--- src/rtl/instr_compressor_pkg.sv ---
// ----------------------------------------------------------------------------
// instr_compressor_pkg
// Definitions shared by the pair compressor and by the matching decompressor:
//   - state_t      : compressor FSM states (EMPTY, HELD, FLUSH)
//   - DEF_*        : default data width, token marker and marker width
//   - token_offset : byte offset of a pair-table entry, i.e. the token payload
// ----------------------------------------------------------------------------
package instr_compressor_pkg;

  localparam int                    DEF_WIDTH   = 32;
  localparam int                    DEF_ENC_LEN = 4;
  localparam logic [DEF_ENC_LEN-1:0] DEF_OPCODE = 4'b1111;

  // Wide enough for any table offset; callers truncate to their payload width.
  localparam int OFF_W = 64;

  typedef enum logic [1:0] {
    EMPTY = 2'd0,  // nothing pending
    HELD  = 2'd1,  // one word waiting for a possible partner
    FLUSH = 2'd2   // stream ended on a miss, held word still to be emitted
  } state_t;

  // Entry i occupies two words PCADD bytes apart, so entries are 2*PCADD
  // bytes apart and entry i starts at i*2*PCADD.
  function automatic logic [OFF_W-1:0] token_offset(input logic [OFF_W-1:0] idx,
                                                     input logic [OFF_W-1:0] pcadd);
    return (idx * pcadd) << 1;
  endfunction

endpackage

--- src/rtl/instr_compressor_pair_cam.sv ---
// ----------------------------------------------------------------------------
// pair_cam
// SIZE-entry table of instruction pairs with a parallel compare.
//   clk, reset      : clock, asynchronous active-low reset (clears valid bits)
//   i_we            : write enable
//   i_waddr         : entry written
//   i_whalf         : 0 = first word, 1 = second word (also marks entry valid)
//   i_wdata         : word written
//   i_first         : candidate first word of a pair
//   i_second        : candidate second word of a pair
//   o_hit / o_idx   : some valid entry matches; lowest matching index
// Compare sees the contents before a same-cycle write.
// ----------------------------------------------------------------------------
module pair_cam #(
  parameter int WIDTH = 32,
  parameter int SIZE  = 16,
  parameter int IDXW  = $clog2(SIZE)
) (
  input  logic             clk,
  input  logic             reset,
  input  logic             i_we,
  input  logic [IDXW-1:0]  i_waddr,
  input  logic             i_whalf,
  input  logic [WIDTH-1:0] i_wdata,
  input  logic [WIDTH-1:0] i_first,
  input  logic [WIDTH-1:0] i_second,
  output logic             o_hit,
  output logic [IDXW-1:0]  o_idx
);

  logic [WIDTH-1:0] r_first  [SIZE];
  logic [WIDTH-1:0] r_second [SIZE];
  logic [SIZE-1:0]  r_valid;
  logic [SIZE-1:0]  w_match;

  // Word storage carries no reset; only the valid bits are meaningful at reset.
  always_ff @(posedge clk) begin
    if (i_we) begin
      if (!i_whalf) r_first[i_waddr]  <= i_wdata;
      else          r_second[i_waddr] <= i_wdata;
    end
  end

  always_ff @(posedge clk or negedge reset) begin
    if (!reset) begin
      r_valid <= '0;
    end else if (i_we && i_whalf) begin
      r_valid[i_waddr] <= 1'b1;
    end
  end

  always_comb begin
    for (int i = 0; i < SIZE; i++) begin
      w_match[i] = r_valid[i] && (r_first[i] == i_first) && (r_second[i] == i_second);
    end
  end

  // Scan from the top so the lowest matching index is the one that sticks.
  always_comb begin
    o_hit = 1'b0;
    o_idx = '0;
    for (int i = SIZE - 1; i >= 0; i--) begin
      if (w_match[i]) begin
        o_hit = 1'b1;
        o_idx = IDXW'(i);
      end
    end
  end

endmodule

--- src/rtl/instr_compressor.sv ---
// ----------------------------------------------------------------------------
// instr_compressor
// Replaces each adjacent input pair found in the programmable pair table by a
// single token word {OPcode, entry byte offset}; all other words pass through.
//   clk, reset                 : clock, asynchronous active-low reset
//   wme, waddr, whalf, wdata   : pair-table write port
//   in_valid/in_ready/in_data/in_last : uncompressed input stream
//   out_valid/out_ready/out_data      : compressed output stream
//   tok_count, word_count      : tokens / words handed downstream (wrapping)
//   collide                    : sticky, an input word looked like a token
//   o_state                    : current FSM state, for observation
//
// Handshake: a word moves when valid && ready are both high at a rising
// edge; valid never waits on ready, and data is held while valid && !ready.
// in_ready = (state != FLUSH) && output slot free; it is the only
// combinational input-to-output path (from out_ready).
// ----------------------------------------------------------------------------
module instr_compressor
  import instr_compressor_pkg::*;
#(
  parameter int                       WIDTH        = DEF_WIDTH,
  parameter int                       encodeLength = DEF_ENC_LEN,
  parameter logic [encodeLength-1:0]  OPcode       = DEF_OPCODE,
  parameter int                       SIZE         = 16,
  parameter logic [WIDTH-1:0]         PCADD        = WIDTH'(4)
) (
  input  logic                     clk,
  input  logic                     reset,
  input  logic                     wme,
  input  logic [$clog2(SIZE)-1:0]  waddr,
  input  logic                     whalf,
  input  logic [WIDTH-1:0]         wdata,
  input  logic                     in_valid,
  output logic                     in_ready,
  input  logic [WIDTH-1:0]         in_data,
  input  logic                     in_last,
  output logic                     out_valid,
  input  logic                     out_ready,
  output logic [WIDTH-1:0]         out_data,
  output logic [WIDTH-1:0]         tok_count,
  output logic [WIDTH-1:0]         word_count,
  output logic                     collide,
  output state_t                   o_state
);

  localparam int IDXW = $clog2(SIZE);
  localparam int TOKW = WIDTH - encodeLength;

  state_t            r_state, w_state_nxt;
  logic [WIDTH-1:0]  r_hold, w_hold_nxt;
  logic              r_out_valid;
  logic [WIDTH-1:0]  r_out_data;
  logic              r_out_tok;
  logic [WIDTH-1:0]  r_tok_count, r_word_count;
  logic              r_collide;

  logic              w_slot_free, w_accept, w_out_fire;
  logic              w_hit;
  logic [IDXW-1:0]   w_hit_idx;
  logic [TOKW-1:0]   w_tok_off;
  logic [WIDTH-1:0]  w_token;
  logic              w_load, w_load_tok;
  logic [WIDTH-1:0]  w_load_data;

  pair_cam #(
    .WIDTH (WIDTH),
    .SIZE  (SIZE),
    .IDXW  (IDXW)
  ) u_cam (
    .clk      (clk),
    .reset    (reset),
    .i_we     (wme),
    .i_waddr  (waddr),
    .i_whalf  (whalf),
    .i_wdata  (wdata),
    .i_first  (r_hold),
    .i_second (in_data),
    .o_hit    (w_hit),
    .o_idx    (w_hit_idx)
  );

  assign w_tok_off   = TOKW'(token_offset(OFF_W'(w_hit_idx), OFF_W'(PCADD)));
  assign w_token     = {OPcode, w_tok_off};

  // The output register can take a new word if empty or draining this edge.
  assign w_slot_free = !r_out_valid || out_ready;
  assign w_out_fire  = r_out_valid && out_ready;
  assign in_ready    = (r_state != FLUSH) && w_slot_free;
  assign w_accept    = in_valid && in_ready;

  always_comb begin
    w_state_nxt = r_state;
    w_hold_nxt  = r_hold;
    w_load      = 1'b0;
    w_load_tok  = 1'b0;
    w_load_data = r_hold;
    case (r_state)
      EMPTY: begin
        if (w_accept) begin
          if (in_last) begin
            w_load      = 1'b1;
            w_load_data = in_data;
          end else begin
            w_hold_nxt  = in_data;
            w_state_nxt = HELD;
          end
        end
      end
      HELD: begin
        if (w_accept) begin
          w_load = 1'b1;
          if (w_hit) begin
            w_load_data = w_token;
            w_load_tok  = 1'b1;
            w_state_nxt = EMPTY;
          end else begin
            // The incoming word may still pair with the one after it.
            w_load_data = r_hold;
            w_hold_nxt  = in_data;
            w_state_nxt = in_last ? FLUSH : HELD;
          end
        end
      end
      FLUSH: begin
        if (w_slot_free) begin
          w_load      = 1'b1;
          w_load_data = r_hold;
          w_state_nxt = EMPTY;
        end
      end
      default: w_state_nxt = EMPTY;
    endcase
  end

  always_ff @(posedge clk or negedge reset) begin
    if (!reset) begin
      r_state <= EMPTY;
      r_hold  <= '0;
    end else begin
      r_state <= w_state_nxt;
      r_hold  <= w_hold_nxt;
    end
  end

  always_ff @(posedge clk or negedge reset) begin
    if (!reset) begin
      r_out_valid <= 1'b0;
      r_out_data  <= '0;
      r_out_tok   <= 1'b0;
    end else if (w_load) begin
      r_out_valid <= 1'b1;
      r_out_data  <= w_load_data;
      r_out_tok   <= w_load_tok;
    end else if (w_out_fire) begin
      r_out_valid <= 1'b0;
    end
  end

  always_ff @(posedge clk or negedge reset) begin
    if (!reset) begin
      r_tok_count  <= '0;
      r_word_count <= '0;
    end else if (w_out_fire) begin
      r_word_count <= r_word_count + WIDTH'(1);
      if (r_out_tok) r_tok_count <= r_tok_count + WIDTH'(1);
    end
  end

  // A raw word carrying the marker would be misread downstream as a token.
  always_ff @(posedge clk or negedge reset) begin
    if (!reset) begin
      r_collide <= 1'b0;
    end else if (w_accept && (in_data[WIDTH-1 -: encodeLength] == OPcode)) begin
      r_collide <= 1'b1;
    end
  end

  assign out_valid  = r_out_valid;
  assign out_data   = r_out_data;
  assign tok_count  = r_tok_count;
  assign word_count = r_word_count;
  assign collide    = r_collide;
  assign o_state    = r_state;

endmodule

--- config.mk ---
export PLATFORM = sky130hd
export DESIGN_NAME = instr_compressor
export DESIGN_NICKNAME = d
export VERILOG_FILES = /design/src/rtl/instr_compressor_pkg.sv /design/src/rtl/instr_compressor_pair_cam.sv /design/src/rtl/instr_compressor.sv
export SDC_FILE = /design/constraint.sdc
export NUM_CORES = 2
export LEC_CHECK = 0
export BUFFER_PORTS_ARGS = -buffer_cell sky130_fd_sc_hd__buf_2
export CORE_MARGIN = 4
export CORE_UTILIZATION = 23
export DETAILED_ROUTE_END_ITERATION = 7
export GPL_ROUTABILITY_DRIVEN = 0
export PLACE_DENSITY = 0.48
export SYNTH_ARGS = -nofsm -noshare
export SYNTH_HDL_FRONTEND = slang
export SYNTH_SLANG_ARGS = --single-unit
--- constraint.sdc ---
create_clock -name clk -period 3.9 [get_ports clk]
set_input_delay 0.39 -clock clk [delete_from_list [all_inputs] [get_ports clk]]
set_output_delay 0.39 -clock clk [all_outputs]
set_load 0.01 [all_outputs]
## Word level (Yosys, flattened, before mapping)

Memory sizes are Yosys's and may differ from the RTL's.
Cells that the tools add are included.

- Equality and inequality tests: 41
- Reduce and logical (&&, ||, !) cells: 46
- Bitwise operators: 1
- Add/sub/neg operators: 2
- Multiplexer cells: 67
- Magnitude comparators: 2

Operator list:

| cell | count |
|---|---|
| $eq 32x32->1 | 32 |
| $mux 32 | 8 |
| $pmux 32 s2 | 2 |
| $add 32x1->32 const B | 2 |
| $mux 4 | 16 |
| $logic_and 1x1->1 | 38 |
| $mux 1 | 32 |
| $or 16x16->16 | 1 |
| $mux 2 | 6 |
| $ne 2x2->1 const B | 6 |
| $pmux 2 s3 | 1 |
| $lt 4x5->1 const B | 1 |
| $reduce_and 5->1 | 1 |
| $demux 1 s4 | 1 |
| $eq 4x4->1 const B | 1 |
| $ge 4x1->1 const B | 1 |
| $reduce_and 4->1 | 1 |
| $reduce_bool 2->1 | 2 |
| $pmux 1 s3 | 1 |
| $eq 2x1->1 const B | 1 |
| $eq 2x2->1 const B | 1 |
| $logic_not 2->1 | 1 |
| $reduce_and 2->1 | 1 |
| $logic_not 1->1 | 1 |
| $logic_or 1x1->1 | 1 |

- Output and inout bits: 101
- Bits in writable memories: 1024
- Bits of input ports: 75
- Logic and storage cells: 170
- Register bits after elaboration: 149
- Memories kept: 2

Memory list:

| memory | words | width | read ports | clocked after Yosys merged registers in | wr ports | RTL line | source |
|---|---|---|---|---|---|---|---|
| u_cam.r_first | 16 | 32 | 16 | 0 | 1 | instr_compressor_pair_cam.sv:31 | `logic [WIDTH-1:0] r_first [SIZE];` |
| u_cam.r_second | 16 | 32 | 16 | 0 | 1 | instr_compressor_pair_cam.sv:32 | `logic [WIDTH-1:0] r_second [SIZE];` |

## Longest topological paths before layout

An unclocked memory read counts as a cell.

- Depth after elaboration: 23
- Mapped depth: 13
- Gate-level depth less buffers: 10

## Hierarchy

A second synthesis with hierarchy kept.

- Cells, all modules: 3272
- Area, all modules: 49792.8 um^2

By module, submodules not included:

| module | seq. area each (um^2) | area an instance (um^2) | times used | cells an instance |
|---|---|---|---|---|
| pair_cam | 31149.9 | 43718.2 | 1 | 2747 |
| instr_compressor | 3328.2 | 6074.6 | 1 | 525 |

## Worst setup path before layout

No wires, ideal clock.

- Path kind: input -> register
- From: input in_data[12]
- To: register r_hold[24]
- Slack: 1087 ps
- Arrival time: 2688 ps
- Stages: 13
- Setup time: 125 ps
- Data required time: 3775 ps
- Buffers on the path: 3
- Cells stage by stage: buf_2 buf_2 xnor2_1 nand4_1 nor3_1 nand3_1 nor4_1 nor4_2 nand4_4 nor2_2 o21ai_4 buf_12 mux2_4

- Longest elaborated chain between the ends: 20
- Elaborated cells on any way between the ends: 50
- Classes of those cells: 17 x eq/ne; 16 x mux; 17 x reduce/logical

RTL lines:

| element | RTL line | source |
|---|---|---|
| start: declaration | instr_compressor.sv:35 | `input logic [WIDTH-1:0] in_data,` |
| $eq 32x32->1 | instr_compressor_pair_cam.sv:54 | `w_match[i] = r_valid[i] && (r_first[i] == i_first) && (r_second[i] == i_second);` |
| $logic_and 1x1->1 | instr_compressor_pair_cam.sv:54 |  |
| $mux 1 (15 in series) | instr_compressor_pair_cam.sv:63 | `if (w_match[i]) begin` |
| $mux 1 * | instr_compressor_pair_cam.sv:63 |  |
| $ne 2x2->1 (no line) * | - |  |
| $reduce_and 5->1 (no line) * | - |  |
| end signal: assignment | instr_compressor.sv:141 | `r_hold <= w_hold_nxt;` |
| end: declaration | instr_compressor.sv:50 | `logic [WIDTH-1:0] r_hold, w_hold_nxt;` |

Mark *: on every way between the ends. The rest lies on a longest branch, timed or not.
A chain may end at the register's enable or synchronous reset.

## Worst setup path after layout

- From: register r_hold[1]
- To: register r_out_data[4] (netlist: out_data[4])

- Longest elaborated chain between the ends: 22
- Elaborated cells on any way between the ends: 83
- Classes of those cells: 16 x eq/ne; 35 x mux; 32 x reduce/logical

RTL lines:

| element | RTL line | source |
|---|---|---|
| $eq 32x32->1 | instr_compressor_pair_cam.sv:54 |  |
| $logic_and 1x1->1 (2 in series) | instr_compressor_pair_cam.sv:54 |  |
| $mux 4 or $mux 1 (tied branches) (16 in series) | instr_compressor_pair_cam.sv:63 |  |
| $mux 32 * | instr_compressor.sv:112 | `if (w_hit) begin` |
| $mux 32 * | instr_compressor.sv:110 | `if (w_accept) begin` |
| $pmux 32 s2 * | instr_compressor.sv:97 | `case (r_state)` |
| end signal: assignment | instr_compressor.sv:152 | `r_out_data <= w_load_data;` |
| end: declaration | instr_compressor.sv:52 | `logic [WIDTH-1:0] r_out_data;` |

Marked as above.

==> impl_metrics.tcl <==
set metrics [dict create \
    dpl_cell_area_um2 56900 \
    htreeDepth 3 \
    max_cap_violations 0 \
    viasPerCell 4.942 \
    wl_per_cell_um 33.38 \
    final_common_cell "edfxtp_1" \
    track_usage_pct 19.43 \
    relSlewSlack_pct 19.41 \
    grt_max_degree 100 \
    nFillCells 21852 \
    die_h_um 474.5 \
    crit_top_cell "buf_4" \
    clkSinkCount 1173 \
    status "finished, final reports clean" \
    cts_buffer_depth 3 \
    synthArstFlopShare_pct 12.70 \
    antenna_found_initial 46 \
    start_kind "register" \
    ir_worst_vdd_uv 373.3 \
    clock_latency_ns 0.78 \
    netlist_instances 3295 \
    cp_max_fo 8 \
    final_area_um2 61050 \
    mostFrequentLayoutCells "edfxtp_1, xnor2_1, buf_4, xor2_1, nand4_1" \
    yosysSeqAreaShare_pct 68.88 \
    grt_overflow 0 \
    fin_nets 3864 \
    worstMarginPinSlew_ns 1.209 \
    cp-end-kind "register" \
    finalWorstPathRequiredPeriod_ns 3.886 \
    syn_area_per_cell_um2 15.19 \
    cts_root_buffer "clkbuf_16" \
    whs_ns 0.05862 \
    syn-num-nets 3372 \
    start_util_pct 23.23 \
    synth-edff-count 1024 \
    hold_path.class "in2reg" \
    synth_seq_cells 1173 \
    drt_iter0_markers 5010 \
    ys_warn_count 0 \
    r2r_setup_slack_ns 0.01 \
    area_growth_pct 21.96 \
    critPathSlowestCell "dfrtp_1" \
    die_x_um 474.5 \
    critPathRequiredTime_ns 4.57 \
    postRouteAntennaNets 0 \
    cts_buffers 121 \
    worstPathArrival_ns 4.55 \
    synth_area_um2 50050 \
    slew_viol_final 0 \
    p_per_area_nw_per_um2 609.5 \
    wl_um 225000 \
    post_cts_buffers 0 \
    fmax_mhz 257.3 \
    min_period_over_period_pct 99.64 \
    slowest_delay_ns 0.44 \
    io_pins 176 \
    multi_input_area_um2 14420 \
    dieArea_um2 225200 \
    vias 33315 \
    drive_above_1_share_pct 20.44 \
    dp_hpwl_um 147900 \
    drtPass1Iterations 6 \
    seq_area_um2 34490 \
    finClkSkew_ns 0.06582 \
    rsz0062_at_grt "false" \
    path_class "reg2reg" \
    core_area_um2 215500 \
    setup_viol 0 \
    synth_cell_types 70 \
    grt_pass1_vias 31191 \
    synth_ff_type "edfxtp_1" \
    io_buffers 175 \
    grt_pass1_wl_um 295400 \
    tritoncts "built" \
    num_rows 170 \
    detail_route.drc_violations 0 \
    finalHoldViolations 0 \
    crit_chain "buf_4 > buf_4 > xnor2_1 > nand4_1 > nor4_1 > buf_4 > nand4_1 > nor4_2 > buf_4 > nor2_1 > a21oi_1 > buf_4 > o21ai_0 > a211oi_2 > buf_4 > o32a_1" \
    p_leak_uw 0.02029 \
    clk_pin_slew_ns 0.06 \
]
==> flip-flops by register name, indices dropped and copies added, names as in the netlist <==
register and flops:
collide 1, o_state 2, out_data 32, out_valid 1, r_hold 32, r_out_tok 1
tok_count 32, u_cam.r_first 512, u_cam.r_second 512, u_cam.r_valid 16, word_count 32
==> synthesized netlist by cell type, types with 5 or more instances <==
| cell type | number | share of area [%] |
|---|---|---|
| nand4_1 | 171 | 2.1 |
| or2_2 | 20 | 0.25 |
| a2111o_1 | 5 | 0.11 |
| nor4_1 | 110 | 1.4 |
| nand2b_1 | 92 | 1.1 |
| buf_4 | 76 | 1.1 |
| o21ai_1 | 20 | 0.20 |
| o22ai_1 | 44 | 0.55 |
| nand2_1 | 66 | 0.49 |
| a21oi_1 | 20 | 0.20 |
| nor3_1 | 22 | 0.22 |
| o21ai_0 | 19 | 0.19 |
| o2bb2ai_1 | 27 | 0.47 |
| inv_1 | 73 | 0.55 |
| inv_2 | 20 | 0.15 |
| a22o_1 | 26 | 0.45 |
| nand3_1 | 53 | 0.53 |
| nor2b_1 | 24 | 0.30 |
| xor2_1 | 229 | 4.0 |
| a221o_1 | 7 | 0.14 |
| mux2_4 | 6 | 0.18 |
| o221ai_1 | 22 | 0.38 |
| mux2i_1 | 28 | 0.56 |
| dfrtp_1 | 149 | 7.4 |
| or3_1 | 5 | 0.062 |
| o2111ai_1 | 29 | 0.51 |
| a22oi_1 | 33 | 0.49 |
| edfxtp_1 | 1024 | 61 |
| buf_6 | 22 | 0.49 |
| and3_1 | 15 | 0.19 |
| xnor2_1 | 633 | 11 |
| a221oi_1 | 10 | 0.17 |
| clkbuf_1 | 13 | 0.097 |
| nor2_1 | 80 | 0.60 |
| buf_2 | 35 | 0.35 |
==> where the power goes <==
part	switching [uW]	internal (uW)	total (uW)
registers	721	14200	14900
logic	6770	3500	10300
clock network	5170	6840	12000
total	12700	24500	37200
==> per-stage QoR <==
step / instances / total power, uW / setup TNS (ns) / setup WS, ns / util [%]
after floorplan: 3295 / 19560 / 0 / 1.087 / -
after global placement: 6499 / 25200 / -0.2196 / -0.1842 / 26.41
after detailed placement: 6499 / 25210 / -0.2693 / -0.2693 / 26.41
after CTS: 6728 / 37170 / 0 / 0.02829 / 28.30
after global routing: 6732 / 38060 / 0 / 0.002697 / 28.32
final: 6741 / 37210 / 0 / 0.01388 / 28.33
==> logic make-up after synthesis <==
group	Yosys count	synth area share, %
AND/OR/NAND/NOR	683	7.844
AO/OA/AOI/OAI	294	4.447
XOR/XNOR	862	15.08
adder cells (fa/ha/maj)	2	0.04999
flip-flops	1173	68.88
multiplexers	38	0.8299
buffers and inverters	243	2.865
==> per-layer routing <==
metal  vias up  track usage [%]  part of all wire, %
met4         6            7.402                  4.5
met1     17382            26.66                   41
met3       445            4.738                   11
met2      2247            29.59                   44
li1      13235                -                    -
met5         -                0                0.017
==> critical path, delay by kind of cell (launching register included) <==
kind,cells,cell delay [ns]
AO/OA/AOI/OAI,4,0.80
flip-flops,1,0.44
AND/OR/NAND/NOR,5,1.09
buffers and inverters,6,1.29
XOR/XNOR,1,0.13
==> area by class of cell <==
cell class	instances	area share, %
flip-flops and latches	1173	56.50
multi-input cells	1879	23.62
repair buffers	517	6.805
well taps	2838	5.817
clock buffers	169	5.554
clock inverters	57	1.068
inverters	95	0.5841
diodes	13	0.05329
==> path summary, 6_finish.rpt <==
kind	start	endpoint	depth (start not counted)
min in group asynchronous	reset	tok_count[28]	2
worst max-delay path	r_hold[1]	out_data[4]	16
max in group asynchronous	reset	out_data[1]	3
worst min register to register	u_cam.r_valid[3]	u_cam.r_valid[3]	1
worst max register to register	r_hold[1]	out_data[4]	16
worst min-delay path	in_data[19]	out_data[19]	3
==> timing repair <==
action / 4_1_cts / 5_1_grt
gates resized for setup: 2 / 8
endpoints found under the hold margin: 98 / 0
setup endpoints to repair: 1 / 10
gates cloned: 0 / 0
hold buffers: 3 / 0
Note: power is estimated with default switching activity, not from simulation.
